===== src/rtl/delta_mod_pkg.sv =====
// Shared definitions for the delta-modulation link (encoder and demodulator).
package delta_mod_pkg;

    // Spike encoding: bit0 = up, bit1 = down.
    localparam logic [1:0] SPIKE_NONE    = 2'b00;
    localparam logic [1:0] SPIKE_UP      = 2'b01;
    localparam logic [1:0] SPIKE_DOWN    = 2'b10;
    localparam logic [1:0] SPIKE_ILLEGAL = 2'b11;

    localparam int unsigned ERR_CNT_W = 8;

    typedef enum logic {
        WAIT_SYNC = 1'b0,
        TRACK     = 1'b1
    } state_e;

endpackage


===== src/rtl/delta_demodulator_if.sv =====
// Spike-in / sample-out handshake bundle for the delta demodulator.
// master = upstream spike source plus downstream sample sink; slave = demodulator.
interface delta_demodulator_if #(
    parameter int unsigned W = 4
) ();
    logic         in_valid;
    logic         in_ready;
    logic [1:0]   spike;
    logic [W-1:0] threshold;
    logic         load;
    logic [W-1:0] load_value;
    logic         out_valid;
    logic         out_ready;
    logic [W-1:0] out_data;
    logic         out_sat;

    modport master (
        output in_valid, spike, threshold, load, load_value, out_ready,
        input  in_ready, out_valid, out_data, out_sat
    );

    modport slave (
        input  in_valid, spike, threshold, load, load_value, out_ready,
        output in_ready, out_valid, out_data, out_sat
    );
endinterface


===== src/rtl/delta_step_sat.sv =====
// Combinational saturating step: acc +/- threshold clipped to [0, 2^W-1].
// Non-up/down spikes pass acc through unchanged with no saturation flag.
module delta_step_sat
    import delta_mod_pkg::*;
#(
    parameter int unsigned W = 4
) (
    input  logic [W-1:0] acc_i,
    input  logic [W-1:0] thresh_i,
    input  logic [1:0]   spike_i,
    output logic [W-1:0] acc_o,
    output logic         sat_o
);
    logic [W:0] sum;
    logic [W:0] diff;

    assign sum  = {1'b0, acc_i} + {1'b0, thresh_i};
    assign diff = {1'b0, acc_i} - {1'b0, thresh_i};

    // Carry out of the sum means overflow; borrow in the difference means underflow.
    always_comb begin
        acc_o = acc_i;
        sat_o = 1'b0;
        case (spike_i)
            SPIKE_UP: begin
                if (sum[W]) begin
                    acc_o = '1;
                    sat_o = 1'b1;
                end else begin
                    acc_o = sum[W-1:0];
                end
            end
            SPIKE_DOWN: begin
                if (diff[W]) begin
                    acc_o = '0;
                    sat_o = 1'b1;
                end else begin
                    acc_o = diff[W-1:0];
                end
            end
            default: begin
                acc_o = acc_i;
                sat_o = 1'b0;
            end
        endcase
    end
endmodule


===== src/rtl/delta_demodulator.sv =====
// Delta-modulation receiver: rebuilds the sample stream from up/down spikes.
// Optional macro DELTA_DEMOD_LEAK_EN: after LEAK_IDLE consecutive idle beats in
// TRACK, the accumulator drifts one LSB toward midscale.
module delta_demodulator
    import delta_mod_pkg::*;
#(
    parameter int unsigned W         = 4,
    parameter int unsigned AUTO_SYNC = 0,
    parameter int unsigned LEAK_IDLE = 8
) (
    input  logic                 clk,
    input  logic                 rst,
    delta_demodulator_if.slave   link,
    output logic [ERR_CNT_W-1:0] err_count_o,
    output logic                 synced_o
);
    localparam logic [W-1:0] MidScale   = W'(1) << (W - 1);
    localparam state_e       ResetState = (AUTO_SYNC != 0) ? TRACK : WAIT_SYNC;
    localparam logic [W-1:0] ResetAcc   = (AUTO_SYNC != 0) ? MidScale : '0;

    if (LEAK_IDLE == 0) begin : g_bad_leak_idle
        $error("LEAK_IDLE must be nonzero");
    end

    state_e               state_q, state_d;
    logic [W-1:0]         acc_q, acc_d;
    logic                 out_valid_q, out_valid_d;
    logic [W-1:0]         out_data_q, out_data_d;
    logic                 out_sat_q, out_sat_d;
    logic [ERR_CNT_W-1:0] err_q, err_d;

    logic                 accept;
    logic [W-1:0]         step_acc;
    logic                 step_sat;

`ifdef DELTA_DEMOD_LEAK_EN
    localparam int unsigned IdleW = $clog2(LEAK_IDLE + 1);
    logic [IdleW-1:0] idle_q, idle_d;
`endif

    // Single output register: accept whenever it is empty or draining this cycle.
    assign link.in_ready  = !out_valid_q || link.out_ready;
    assign accept         = link.in_valid && link.in_ready;
    assign link.out_valid = out_valid_q;
    assign link.out_data  = out_data_q;
    assign link.out_sat   = out_sat_q;
    assign err_count_o    = err_q;
    assign synced_o       = (state_q == TRACK);

    delta_step_sat #(
        .W(W)
    ) u_step (
        .acc_i   (acc_q),
        .thresh_i(link.threshold),
        .spike_i (link.spike),
        .acc_o   (step_acc),
        .sat_o   (step_sat)
    );

    // Next-state: FSM, accumulator update, output register and error counter.
    always_comb begin
        state_d     = state_q;
        acc_d       = acc_q;
        out_valid_d = out_valid_q && !link.out_ready;
        out_data_d  = out_data_q;
        out_sat_d   = out_sat_q;
        err_d       = err_q;
`ifdef DELTA_DEMOD_LEAK_EN
        idle_d      = idle_q;
`endif
        if (accept) begin
            if (link.load) begin
                // Load wins over any spike, including an illegal one.
                state_d     = TRACK;
                acc_d       = link.load_value;
                out_data_d  = link.load_value;
                out_sat_d   = 1'b0;
                out_valid_d = 1'b1;
`ifdef DELTA_DEMOD_LEAK_EN
                idle_d      = '0;
`endif
            end else if (link.spike == SPIKE_ILLEGAL) begin
                if (err_q != '1) begin
                    err_d = err_q + ERR_CNT_W'(1);
                end
                if (state_q == TRACK) begin
                    out_data_d  = acc_q;
                    out_sat_d   = 1'b0;
                    out_valid_d = 1'b1;
                end
`ifdef DELTA_DEMOD_LEAK_EN
                idle_d = '0;
`endif
            end else if (state_q == TRACK) begin
                acc_d       = step_acc;
                out_data_d  = step_acc;
                out_sat_d   = step_sat;
                out_valid_d = 1'b1;
`ifdef DELTA_DEMOD_LEAK_EN
                if (link.spike == SPIKE_NONE) begin
                    if (idle_q == IdleW'(LEAK_IDLE - 1)) begin
                        idle_d = '0;
                        if (acc_q < MidScale) begin
                            acc_d = acc_q + W'(1);
                        end else if (acc_q > MidScale) begin
                            acc_d = acc_q - W'(1);
                        end
                        out_data_d = acc_d;
                    end else begin
                        idle_d = idle_q + IdleW'(1);
                    end
                end else begin
                    idle_d = '0;
                end
`endif
            end
            // Non-load, legal beats in WAIT_SYNC are accepted and dropped.
        end
    end

    // State registers with synchronous reset; reset discards any pending sample.
    always_ff @(posedge clk) begin
        if (rst) begin
            state_q     <= ResetState;
            acc_q       <= ResetAcc;
            out_valid_q <= 1'b0;
            out_data_q  <= '0;
            out_sat_q   <= 1'b0;
            err_q       <= '0;
`ifdef DELTA_DEMOD_LEAK_EN
            idle_q      <= '0;
`endif
        end else begin
            state_q     <= state_d;
            acc_q       <= acc_d;
            out_valid_q <= out_valid_d;
            out_data_q  <= out_data_d;
            out_sat_q   <= out_sat_d;
            err_q       <= err_d;
`ifdef DELTA_DEMOD_LEAK_EN
            idle_q      <= idle_d;
`endif
        end
    end
endmodule


===== src/flat_wrapper.sv =====
// flat-port wrapper written by rule: the top's interface ports become plain ports
module delta_demodulator_flat import delta_mod_pkg::*;
#(
    parameter int unsigned W         = 4,
    parameter int unsigned AUTO_SYNC = 0,
    parameter int unsigned LEAK_IDLE = 8
)
  (clk, rst, err_count_o, synced_o, link_in_valid, link_spike, link_threshold, link_load, link_load_value, link_out_ready, link_in_ready, link_out_valid, link_out_data, link_out_sat);
  delta_demodulator_if #(.W(W)) link_i ();
  input  logic clk;
  input  logic rst;
  output logic [ERR_CNT_W-1:0] err_count_o;
  output logic synced_o;
  input wire logic [$bits(link_i.in_valid)-1:0] link_in_valid;
  input wire logic [$bits(link_i.spike)-1:0] link_spike;
  input wire logic [$bits(link_i.threshold)-1:0] link_threshold;
  input wire logic [$bits(link_i.load)-1:0] link_load;
  input wire logic [$bits(link_i.load_value)-1:0] link_load_value;
  input wire logic [$bits(link_i.out_ready)-1:0] link_out_ready;
  output wire logic [$bits(link_i.in_ready)-1:0] link_in_ready;
  output wire logic [$bits(link_i.out_valid)-1:0] link_out_valid;
  output wire logic [$bits(link_i.out_data)-1:0] link_out_data;
  output wire logic [$bits(link_i.out_sat)-1:0] link_out_sat;
  assign link_i.in_valid = link_in_valid;
  assign link_i.spike = link_spike;
  assign link_i.threshold = link_threshold;
  assign link_i.load = link_load;
  assign link_i.load_value = link_load_value;
  assign link_i.out_ready = link_out_ready;
  assign link_in_ready = link_i.in_ready;
  assign link_out_valid = link_i.out_valid;
  assign link_out_data = link_i.out_data;
  assign link_out_sat = link_i.out_sat;
  delta_demodulator #(.W(W), .AUTO_SYNC(AUTO_SYNC), .LEAK_IDLE(LEAK_IDLE)) u_core (.clk(clk), .rst(rst), .link(link_i), .err_count_o(err_count_o), .synced_o(synced_o));
endmodule

===== config.mk =====
export PLATFORM = sky130hd
export DESIGN_NAME = delta_demodulator_flat
export DESIGN_NICKNAME = d
export VERILOG_FILES = /design/src/rtl/delta_mod_pkg.sv /design/src/rtl/delta_demodulator_if.sv /design/src/rtl/delta_step_sat.sv /design/src/rtl/delta_demodulator.sv /design/src/flat_wrapper.sv
export SDC_FILE = /design/constraint.sdc
export NUM_CORES = 1
export LEC_CHECK = 0
export BUFFER_PORTS_ARGS = -buffer_cell sky130_fd_sc_hd__buf_4
export CAP_MARGIN = 20
export CORE_UTILIZATION = 42
export DETAILED_ROUTE_END_ITERATION = 16
export PLACE_DENSITY_LB_ADDON = 0.15
export SLEW_MARGIN = 25
export SYNTH_ARGS = -nofsm -noshare
export SYNTH_HDL_FRONTEND = slang
export SYNTH_SLANG_ARGS = --single-unit
export TNS_END_PERCENT = 1

===== constraint.sdc =====
create_clock -name clk -period 1.9 [get_ports clk]
set_input_delay 0 -clock clk [delete_from_list [all_inputs] [get_ports clk]]
set_output_delay 0 -clock clk [all_outputs]
set_load 0.02 [all_outputs]

==> impl_metrics.yaml, run 1 <==
critical_path:
  worstPathRequired_ns: 2.11
  end_kind: "register"
  critical_path_class: "reg2reg"
  crit_path_max_fanout: 4
  start_kind: "register"
  worst_ep_arrival_time_ns: 2.15
run_status:
  failed_checks: "setup timing"
  status: "finished, violations left"
logic_synthesis:
  synth_area_um2: 1430
  synth_nets: 197
  synth_cell_types: 43
  synth_seq_cells: 19
  avgSynthCellArea_um2: 8.50
  synthCells: 168
  async_flop_share_pct: 0
  synth-edff-count: 0
  synth_area_leaders: "dfxtp_1 27%, ha_1 11%, a21oi_1 5.3%"
  yosysTopAreaCell: "dfxtp_1"
  yosys_warnings: 0
  synth-main-ff-cell: "dfxtp_1"
  netlist.area_leader.share_pct: 26.6
  ys_seq_area_share_pct: 26.6
sta:
  fmax_mhz: 515
  setup_ws_ns: -0.0420
  hold_violations: 0
  fin_worst_skew_ns: 0.00421
  worstMarginPinSlew_ns: 0.955
  setup-tns-final_ns: -0.108
  max_slew_margin_pct: 36.1
  post-route-min-period_ns: 1.94
  grt_setup_unrepaired: "yes"
  finalMaxSlewViolations: 0
  setup_viol: 3
  period_share_pct: 102
final_layout:
  areaGrowthSynthToFinish_pct: 25.7
  multiInputGateArea_um2: 1010
  n_antenna_cell: 0
  final_cell_mix: "34 x buf_4, 18 x dfxtp_1, 15 x nor2_1, 14 x inv_1, 13 x a21oi_1"
  layout_commonest_cell: "buf_4"
  final_cells: 246
  drive_gt1_share_pct: 29.7
  seq_area_um2: 382
  fillers: 323
  fin_nets: 232
route:
  wirelength_um: 3600
  first_pass_iters: 4
  post_drt_wl_per_cell_um: 14.6
  drcViolationCount: 0
  first_iter_violations: 65
  postRouteAntennaNets: 0
  vias_per_cell: 5.59
  dr_total_vias: 1376
floorplanning:
  die_w_um: 60.3
  ios: 31
  die_h_um: 60.3
  initial_core_util_pct: 45.6
  core-area_um2: 3130
  die-area_um2: 3640
  num_rows: 20
clock_network:
  clockBufferDepth: 2
  clock_latency_ns: 0.31
  clockRootBuffer: "clkbuf_4"
  cts_made_buffers: 3
  htree_levels: 1
  cts_tree: "built"
  clk_pin_slew_ns: 0.12
  clock_sink_count: 19
global_routing:
  grtUsageTotal_pct: 21.0
  grt_max_degree: 18
  antenna_found_initial: 0
  grt_overflow: 0
  grt_pass1_vias: 1292
  grt_pass1_wl_um: 5760
pwr:
  power.leakage_nw: 0.724
  pwr_density_cell_nw_per_um2: 549
  irDropWorstVdd_v: 0.000446
hold_path:
  hp-class: "in2reg"
placed_design:
  gp_congestion: 0.839
  hpwl_um: 2710
  io_buffers: 30
  dp.cells: 241
flow_run:
  cap_violations: 0
==> worst paths after layout <==
| check | start | endpoint | slack [ns] | depth (start not counted) |
|---|---|---|---|---|
| max | u_core.acc_q[0]$_SDFFE_PP0P_ | u_core.link.out_data[3]$_SDFFE_PP0P_ | -0.04 | 8 |
| min | link_in_valid | u_core.link.out_sat$_SDFFE_PP0P_ | 0.01 | 3 |
| max reg2reg | u_core.acc_q[0]$_SDFFE_PP0P_ | u_core.link.out_data[3]$_SDFFE_PP0P_ | -0.04 | 8 |
| min reg2reg | u_core.link.out_sat$_SDFFE_PP0P_ | u_core.link.out_sat$_SDFFE_PP0P_ | 0.49 | 2 |
==> worst max-delay path, stage by stage, from the launching register on <==
cell,delay [ns]
dfxtp_2,0.36
ha_1,0.19
inv_1,0.07
fa_2,0.24
o21bai_1,0.10
or3_2,0.43
o211ai_2,0.17
o311a_1,0.22
a211oi_2,0.07
==> Yosys cell counts (2+ instances only) <==
library cell  count
a211oi_1          2
a21oi_1          15
a221oi_1          2
a31oi_1           2
buf_4             2
clkbuf_8          3
dfxtp_1          19
fa_1              2
ha_1             12
inv_1            15
nand2_1           6
nand2b_1          4
nand3_1           7
nand4_1           3
nor2_1           15
nor2b_1           6
nor3_1            5
nor3b_1           5
nor4_1            2
o21a_1            3
o21ai_0           6
o221ai_1          5
o41ai_1           3
xnor2_1           5
==> flip-flops by register name, summed over array words and instances, names as in the netlist <==
name and flops:
u_core.link.out_sat 1, u_core.link.out_data 4, u_core.link.out_valid 1, u_core.acc_q 4, u_core.synced_o 1, u_core.err_count_o 8
==> layer usage <==
layer / GRT usage, % / share of wire, % / vias up
li1: - / - / 687
met1: 26.1 / 42 / 637
met2: 36.3 / 51 / 48
met3: 5.84 / 6.7 / 4
met4: 3.99 / 0.56 / 0
met5: 0 / 0 / -
==> power breakdown <==
part           internal, mW  leakage (nW)  switching, mW
clock network        0.0803        0.0139          0.144
registers             0.416         0.155         0.0119
logic                 0.146         0.554          0.185
==> area by class of cell <==
class	instances	share of cell area [%]
clock buffer	3	1.26
clock inverter	1	0.418
inverter	15	3.14
multi-input combinational	129	56.1
sequential	19	21.3
tap	44	3.07
timing repair buffer	35	14.8
==> per-stage QoR <==
step	area, um^2	util, %	power (mW)	setup slack, ns	hold WS (ns)
after global placement	1680	53.8	0.726	-0.0560	0.313
final	1790	57.4	0.984	-0.0420	0.0129
after global routing	1790	57.4	1.04	-0.147	0.0238
after floorplan	1430	-	0.638	0.0216	0.175
after detailed placement	1680	53.8	0.733	-0.110	0.322
after CTS	1740	55.6	0.964	-0.0195	0.0109
==> logic make-up after synthesis <==
family | Yosys count | share of synthesized area (%)
AOI/OAI and AO/OA | 49 | 24.8
buffers and inverters | 20 | 7.89
and+or+nand+nor | 61 | 24.3
adders and majority gates | 14 | 13.3
DFF | 19 | 26.6
xor gates and xnor gates | 5 | 3.07
==> timing repair <==
action / in CTS / in global routing
hold endpoints to repair: 10 / 0
hold buffers: 1 / 0
gates resized for setup: 7 / 11
endpoints found under the setup margin: 7 / 7
setup buffers: 0 / 0
pin swaps: 1 / 6
Note: power is estimated with default switching activity, not from simulation.
==> run 2: changes to the inputs <==
--- a/config.mk
+++ b/config.mk
@@ -9,7 +9,7 @@
 export CAP_MARGIN = 20
 export CORE_UTILIZATION = 42
 export DETAILED_ROUTE_END_ITERATION = 16
-export PLACE_DENSITY_LB_ADDON = 0.15
+export PLACE_DENSITY = 0.64
 export SLEW_MARGIN = 25
 export SYNTH_ARGS = -nofsm -noshare
 export SYNTH_HDL_FRONTEND = slang
==> run 2 against run 1 <==
Net effect:
- the run still ends with setup timing left
- critical path depth did not move
- wire length rose by 1.9%
- final area rose by 1.6%
- clock skew is 0.0080 ns higher
- worst hold slack improved by 0.0013 ns
- fmax rose by 1.4%
- first-iteration DRC count is 31% lower
- combinational power rose by 2%
==> impl_metrics.yaml, run 2 (same netlist as run 1, synthesis figures left out) <==
run_status:
  status: "finished, violations left"
  failed_checks: "setup timing"
pwr:
  finalPower_mw: 0.986
  irDropWorstVdd_v: 0.000295
  pwr_density_cell_nw_per_um2: 541
  power.leakage_nw: 0.747
route:
  wirelength_um: 3670
  wl_met2_um: 1800
  postRouteAntennaNets: 0
  dr_total_vias: 1404
  top_layer_used: "met4"
  first_iter_violations: 45
  post_drt_wl_per_cell_um: 14.7
  vias_per_cell: 5.64
  wl_met3_um: 141
  m1WireLength_um: 1600
  first_pass_iters: 4
  drcViolationCount: 0
sta:
  period_share_pct: 101
  fmax_mhz: 522
  setup_viol: 2
  setup-tns-final_ns: -0.0232
  hold_slack_ns: 0.0142
  finalMaxSlewViolations: 0
  fin_worst_skew_ns: 0.0122
  max_slew_margin_pct: 37.4
  grt_setup_unrepaired: "yes"
  hold_violations: 0
  setup_ws_ns: -0.0151
  post-route-min-period_ns: 1.92
  worstMarginPinSlew_ns: 0.935
floorplanning:
  num_rows: 20
  die-area_um2: 3640
  initial_core_util_pct: 45.6
  ios: 31
  die_w_um: 60.3
  core-area_um2: 3130
  die_h_um: 60.3
critical_path:
  end_kind: "register"
  r2r-start: "u_core.acc_q[0]$_SDFFE_PP0P_"
  worstPathRequired_ns: 2.12
  start_kind: "register"
  crit_path_max_fanout: 4
  critical_path_class: "reg2reg"
  startpoint: "u_core.acc_q[0]$_SDFFE_PP0P_"
  worst_ep_arrival_time_ns: 2.14
placed_design:
  hpwl_um: 2680
  io_buffers: 30
  dp.cells: 243
  pre_cts_slack_ns: -0.0982
  gp_congestion: 0.793
  place_area_um2: 1700
clock_network:
  clock_latency_ns: 0.31
  clk_pin_slew_ns: 0.12
  cts_tree: "built"
  htree_levels: 1
  cts_made_buffers: 3
  clock_sink_count: 19
  clockRootBuffer: "clkbuf_4"
  clockBufferDepth: 2
flow_run:
  cap_violations: 0
global_routing:
  grt_overflow: 0
  grt_max_degree: 18
  grt_pass1_wl_um: 5700
  antenna_found_initial: 0
  grtUsageTotal_pct: 21.6
  grt_pass1_vias: 1343
hold_path:
  hold_start: "link_load_value[1]"
  hp-class: "in2reg"
final_layout:
  drive_gt1_share_pct: 31.7
  fin_util_pct: 58.3
  fin_nets: 235
  areaGrowthSynthToFinish_pct: 27.7
  n_antenna_cell: 0
  layout_commonest_cell: "buf_4"
  largest_reg_flops: 8
  final_cells: 249
  post-route-cell-area_um2: 1820
  final_cell_mix: "37 x buf_4, 17 x dfxtp_1, 15 x nor2_1, 14 x inv_1, 12 x a21oi_1"
  fillers: 301
run 2: area by class of cell:
| type | count | area (um^2) | share of cell area, % |
|---|---|---|---|
| flip-flops and latches | 19 | 383 | 21.0 |
| clock buffers | 4 | 26.3 | 1.44 |
| multi-input cells | 129 | 1010 | 55.7 |
| inverters | 15 | 56.3 | 3.09 |
| well taps | 44 | 55.1 | 3.02 |
| repair buffers | 38 | 288 | 15.8 |
run 2: report_power, final:
| group | leakage, nW | internal, mW | switching, mW | total (mW) |
|---|---|---|---|---|
| Sequential | 0.156 | 0.416 | 0.0152 | 0.432 |
| Clock | 0.0150 | 0.0821 | 0.134 | 0.217 |
| Combinational | 0.577 | 0.154 | 0.184 | 0.338 |
| Total | 0.747 | 0.652 | 0.334 | 0.986 |
run 2: what timing repair did:
action,CTS,global route
endpoints found under the setup margin,6,7
hold buffers,1,0
buffers inserted,1,0
pin swaps,2,5
resized for setup,5,16
hold endpoints to repair,10,0
run 2: worst paths after layout:
kind,end,slack (ns),depth (start not counted)
min reg2reg,u_core.link.out_data[2]$_SDFFE_PP0P_,0.49,2
min,u_core.link.out_data[1]$_SDFFE_PP0P_,0.01,3
max,u_core.link.out_data[0]$_SDFFE_PP0P_,-0.02,8
max reg2reg,u_core.link.out_data[0]$_SDFFE_PP0P_,-0.02,8
run 2: critical path, cell delays in order, from the launching register on:
cell and delay [ns]:
dfxtp_2 0.36, inv_2 0.05, ha_4 0.16, fa_2 0.39
and2b_2 0.25, o31ai_4 0.08, a21oi_2 0.17, nor3_2 0.06
o41ai_2 0.30
run 2: routing by layer:
metal,track usage (%),vias to the layer above
li1,-,689
met1,24.1,668
met2,37.0,36
met3,4.33,11
met4,14.0,0
met5,0,-
==> run 3: changes to the inputs <==
--- a/config.mk
+++ b/config.mk
@@ -5,6 +5,7 @@
 export SDC_FILE = /design/constraint.sdc
 export NUM_CORES = 1
 export LEC_CHECK = 0
+export ABC_AREA = 1
 export BUFFER_PORTS_ARGS = -buffer_cell sky130_fd_sc_hd__buf_4
 export CAP_MARGIN = 20
 export CORE_UTILIZATION = 42
==> run 3 against run 2 <==
Net effect:
- the run now ends clean
- global-route usage down 1.9 points
- clock power grew 2%
- via count shrank 1.6%
- clock skew shrank 0.0097 ns
- synthesized cell count increased by 23%
- combinational power shrank 7.4%
- wire length decreased by 8.5%
- fmax grew 8.8%
- non-clock buffer count is 3 lower
- flip-flop and latch count is the same
- power down 2.1%
- clock-buffer cell count down 1
- highest routed layer unchanged
==> impl_metrics.yaml, run 3 <==
run_status:
  status: "completed"
final_layout:
  n_antenna_cell: 0
  fillers: 338
  largest_reg_flops: 8
  drive_gt1_share_pct: 22.7
  areaGrowthSynthToFinish_pct: 23.7
  post-route-cell-area_um2: 1770
  layout_commonest_cell: "nand2_1"
  fin_util_pct: 56.2
  fin_nets: 272
  final_cell_mix: "42 x nand2_1, 33 x inv_1, 32 x buf_4, 26 x a21oi_1, 18 x dfxtp_1"
logic_synthesis:
  synth_top_family_by_area: "simple AND/OR/NAND/NOR gates"
  synthCells: 207
  synth_cell_types: 30
  synth_area_um2: 1430
  synthTopCellsByCount: "43 x nand2_1, 33 x inv_1, 26 x a21oi_1, 19 x dfxtp_1, 12 x ha_1"
  synth_compound_area_share_pct: 17.5
  synth_nets: 236
  synth_seq_cells: 19
  ys_seq_area_share_pct: 26.6
  avgSynthCellArea_um2: 6.92
  synth_area_leaders: "dfxtp_1 27%, nand2_1 11%, ha_1 10%"
  yosysTopAreaCell: "dfxtp_1"
  async_flop_share_pct: 0
  yosys_warnings: 0
  synth_mux_area_share_pct: 0
  synth-edff-count: 0
  synth_xor_xnor_area_share_pct: 3.06
  yosysMostFrequentCell: "nand2_1"
  synth-main-ff-cell: "dfxtp_1"
  netlist.area_leader.share_pct: 26.6
  synth_simple_gate_area_share_pct: 28.4
  yosys.area_share.adder_pct: 13.3
critical_path:
  critical_path_class: "reg2reg"
  r2r_slack_ns: 0.14
  cp_num_buf_inv: 1
  cpPeakStageDelay_ns: 0.36
  start_kind: "register"
  r2r-start: "u_core.acc_q[0]$_SDFFE_PP0P_"
  worst_path_max_delay_cell: "fa_2"
  timing.rr.end: "u_core.link.out_data[2]$_SDFFE_PP0P_"
  worstPathRequired_ns: 2.15
  path_delay_family: "adder cells"
  cp_common_cell: "nor2_2"
  crit_chain: "inv_1, ha_1, fa_2, nor2_2, nor2_2, nor2_4, nand2_2, o2111ai_1, nand2_1, a21oi_1"
  worst_ep_arrival_time_ns: 2.01
  crit_path_max_fanout: 4
  end_kind: "register"
  reg2regPathDepth: 10
floorplanning:
  initial_core_util_pct: 45.4
  die_w_um: 60.4
  die_h_um: 60.4
  ios: 31
  num_rows: 20
  die-area_um2: 3650
  core-area_um2: 3150
clock_network:
  clk_pin_slew_ns: 0.12
  clock_sink_count: 19
  clockRootBuffer: "clkbuf_4"
  htree_levels: 1
  clock_latency_ns: 0.31
  cts_tree: "built"
  clockBufferDepth: 2
  cts_made_buffers: 3
pwr:
  irDropWorstVdd_v: 0.000365
  power.leakage_nw: 0.861
  pwr_density_cell_nw_per_um2: 545
  finalPower_mw: 0.966
global_routing:
  grtUsageTotal_pct: 19.7
  antenna_found_initial: 0
  grt_max_degree: 17
  grt_overflow: 0
  grt_pass1_wl_um: 5350
  grt_pass1_vias: 1190
hold_path:
  min_to: "u_core.synced_o$_SDFFE_PP0P_"
  holdPathStages: 3
  hold_start: "link_load"
  hp-class: "in2reg"
sta:
  post-route-min-period_ns: 1.76
  fmax_mhz: 568
  finalMaxSlewViolations: 0
  setup_viol: 0
  hold_violations: 0
  setup-tns-final_ns: 0
  fin_worst_skew_ns: 0.00244
  worstMarginPinSlew_ns: 0.457
  hold_slack_ns: 0.0460
  grt_setup_unrepaired: "no"
  period_share_pct: 92.7
  max_slew_margin_pct: 69.6
placed_design:
  io_buffers: 30
  hpwl_um: 2700
  gp_congestion: 0.888
  place_area_um2: 1700
route:
  post_drt_wl_per_cell_um: 11.7
  vias_per_cell: 4.83
  dr_total_vias: 1381
  first_iter_violations: 73
  postRouteAntennaNets: 0
  drcViolationCount: 0
  first_pass_iters: 4
  wirelength_um: 3360
flow_run:
  cap_violations: 0
[run 3: metal layers]
metal	global-route usage [%]	share of wire [%]	wire length, um
met5	0	0	0
met1	27.0	50	1660
met4	3.99	0.51	17
met3	4.48	3.5	116
met2	31.9	46	1560
[run 3: stage by stage]
stage          worst slack (ns)  std cells
5_1_grt                 0.00319        286
4_1_cts                  0.0511        286
3_3_place_gp              0.123        279
2_1_floorplan             0.283        207
3_5_place_dp             0.0851        279
6_report                  0.139        286
[run 3: where the power goes]
group | internal, mW | switching, mW | total, mW
Sequential | 0.418 | 0.0136 | 0.432
Combinational | 0.127 | 0.186 | 0.313
Clock | 0.0804 | 0.141 | 0.221
Total | 0.625 | 0.340 | 0.966
[run 3: worst reg2reg max path: cells and delay by family, from the launching register on]
family | cells | cell delay (ns)
AND/OR/NAND/NOR | 5 | 0.48
AO/OA/AOI/OAI | 2 | 0.22
buffers and inverters | 1 | 0.07
adder cells (fa/ha/maj) | 2 | 0.57
flip-flops | 1 | 0.35
[run 3: how the worst max path moves through the flow]
| stage | startpoint | end | slack, ns | depth (start not counted) |
|---|---|---|---|---|
| after floorplan | u_core.acc_q[0]$_SDFFE_PP0P_ | u_core.link.out_data[3]$_SDFFE_PP0P_ | 0.28 | 10 |
| after global placement | u_core.acc_q[0]$_SDFFE_PP0P_ | u_core.link.out_data[2]$_SDFFE_PP0P_ | 0.12 | 10 |
| after detailed placement | u_core.acc_q[0]$_SDFFE_PP0P_ | u_core.link.out_data[2]$_SDFFE_PP0P_ | 0.09 | 10 |
| after CTS | u_core.acc_q[0]$_SDFFE_PP0P_ | u_core.link.out_data[2]$_SDFFE_PP0P_ | 0.05 | 10 |
| after global routing | u_core.acc_q[3]$_SDFFE_PP0P_ | u_core.link.out_data[3]$_SDFFE_PP0P_ | 0.003 | 8 |
| final | u_core.acc_q[0]$_SDFFE_PP0P_ | u_core.link.out_data[2]$_SDFFE_PP0P_ | 0.14 | 10 |
[run 3: cells by family (layout without fill, tap and decap cells)]
group | Yosys count | count (layout)
simple gates | 84 | 84
compound gates | 46 | 46
buf+inv | 39 | 74
flops | 19 | 19
fa+ha+maj | 14 | 14
xor+xnor | 5 | 5
[run 3: layout make-up]
class,count,area (um^2),share of cell area (%)
tap,44,55.1,3.11
clock inverter,1,7.51,0.424
inverter,35,131,7.42
sequential,19,382,21.5
multi-input combinational,149,903,51.0
timing repair buffer,35,270,15.3
clock buffer,3,22.5,1.27
[run 3: timing repair]
item,4_1_cts,5_1_grt
hold buffers,3,0
hold endpoints to repair,8,0
resized for setup,0,5
buffers inserted,0,0
setup endpoints to repair,0,9
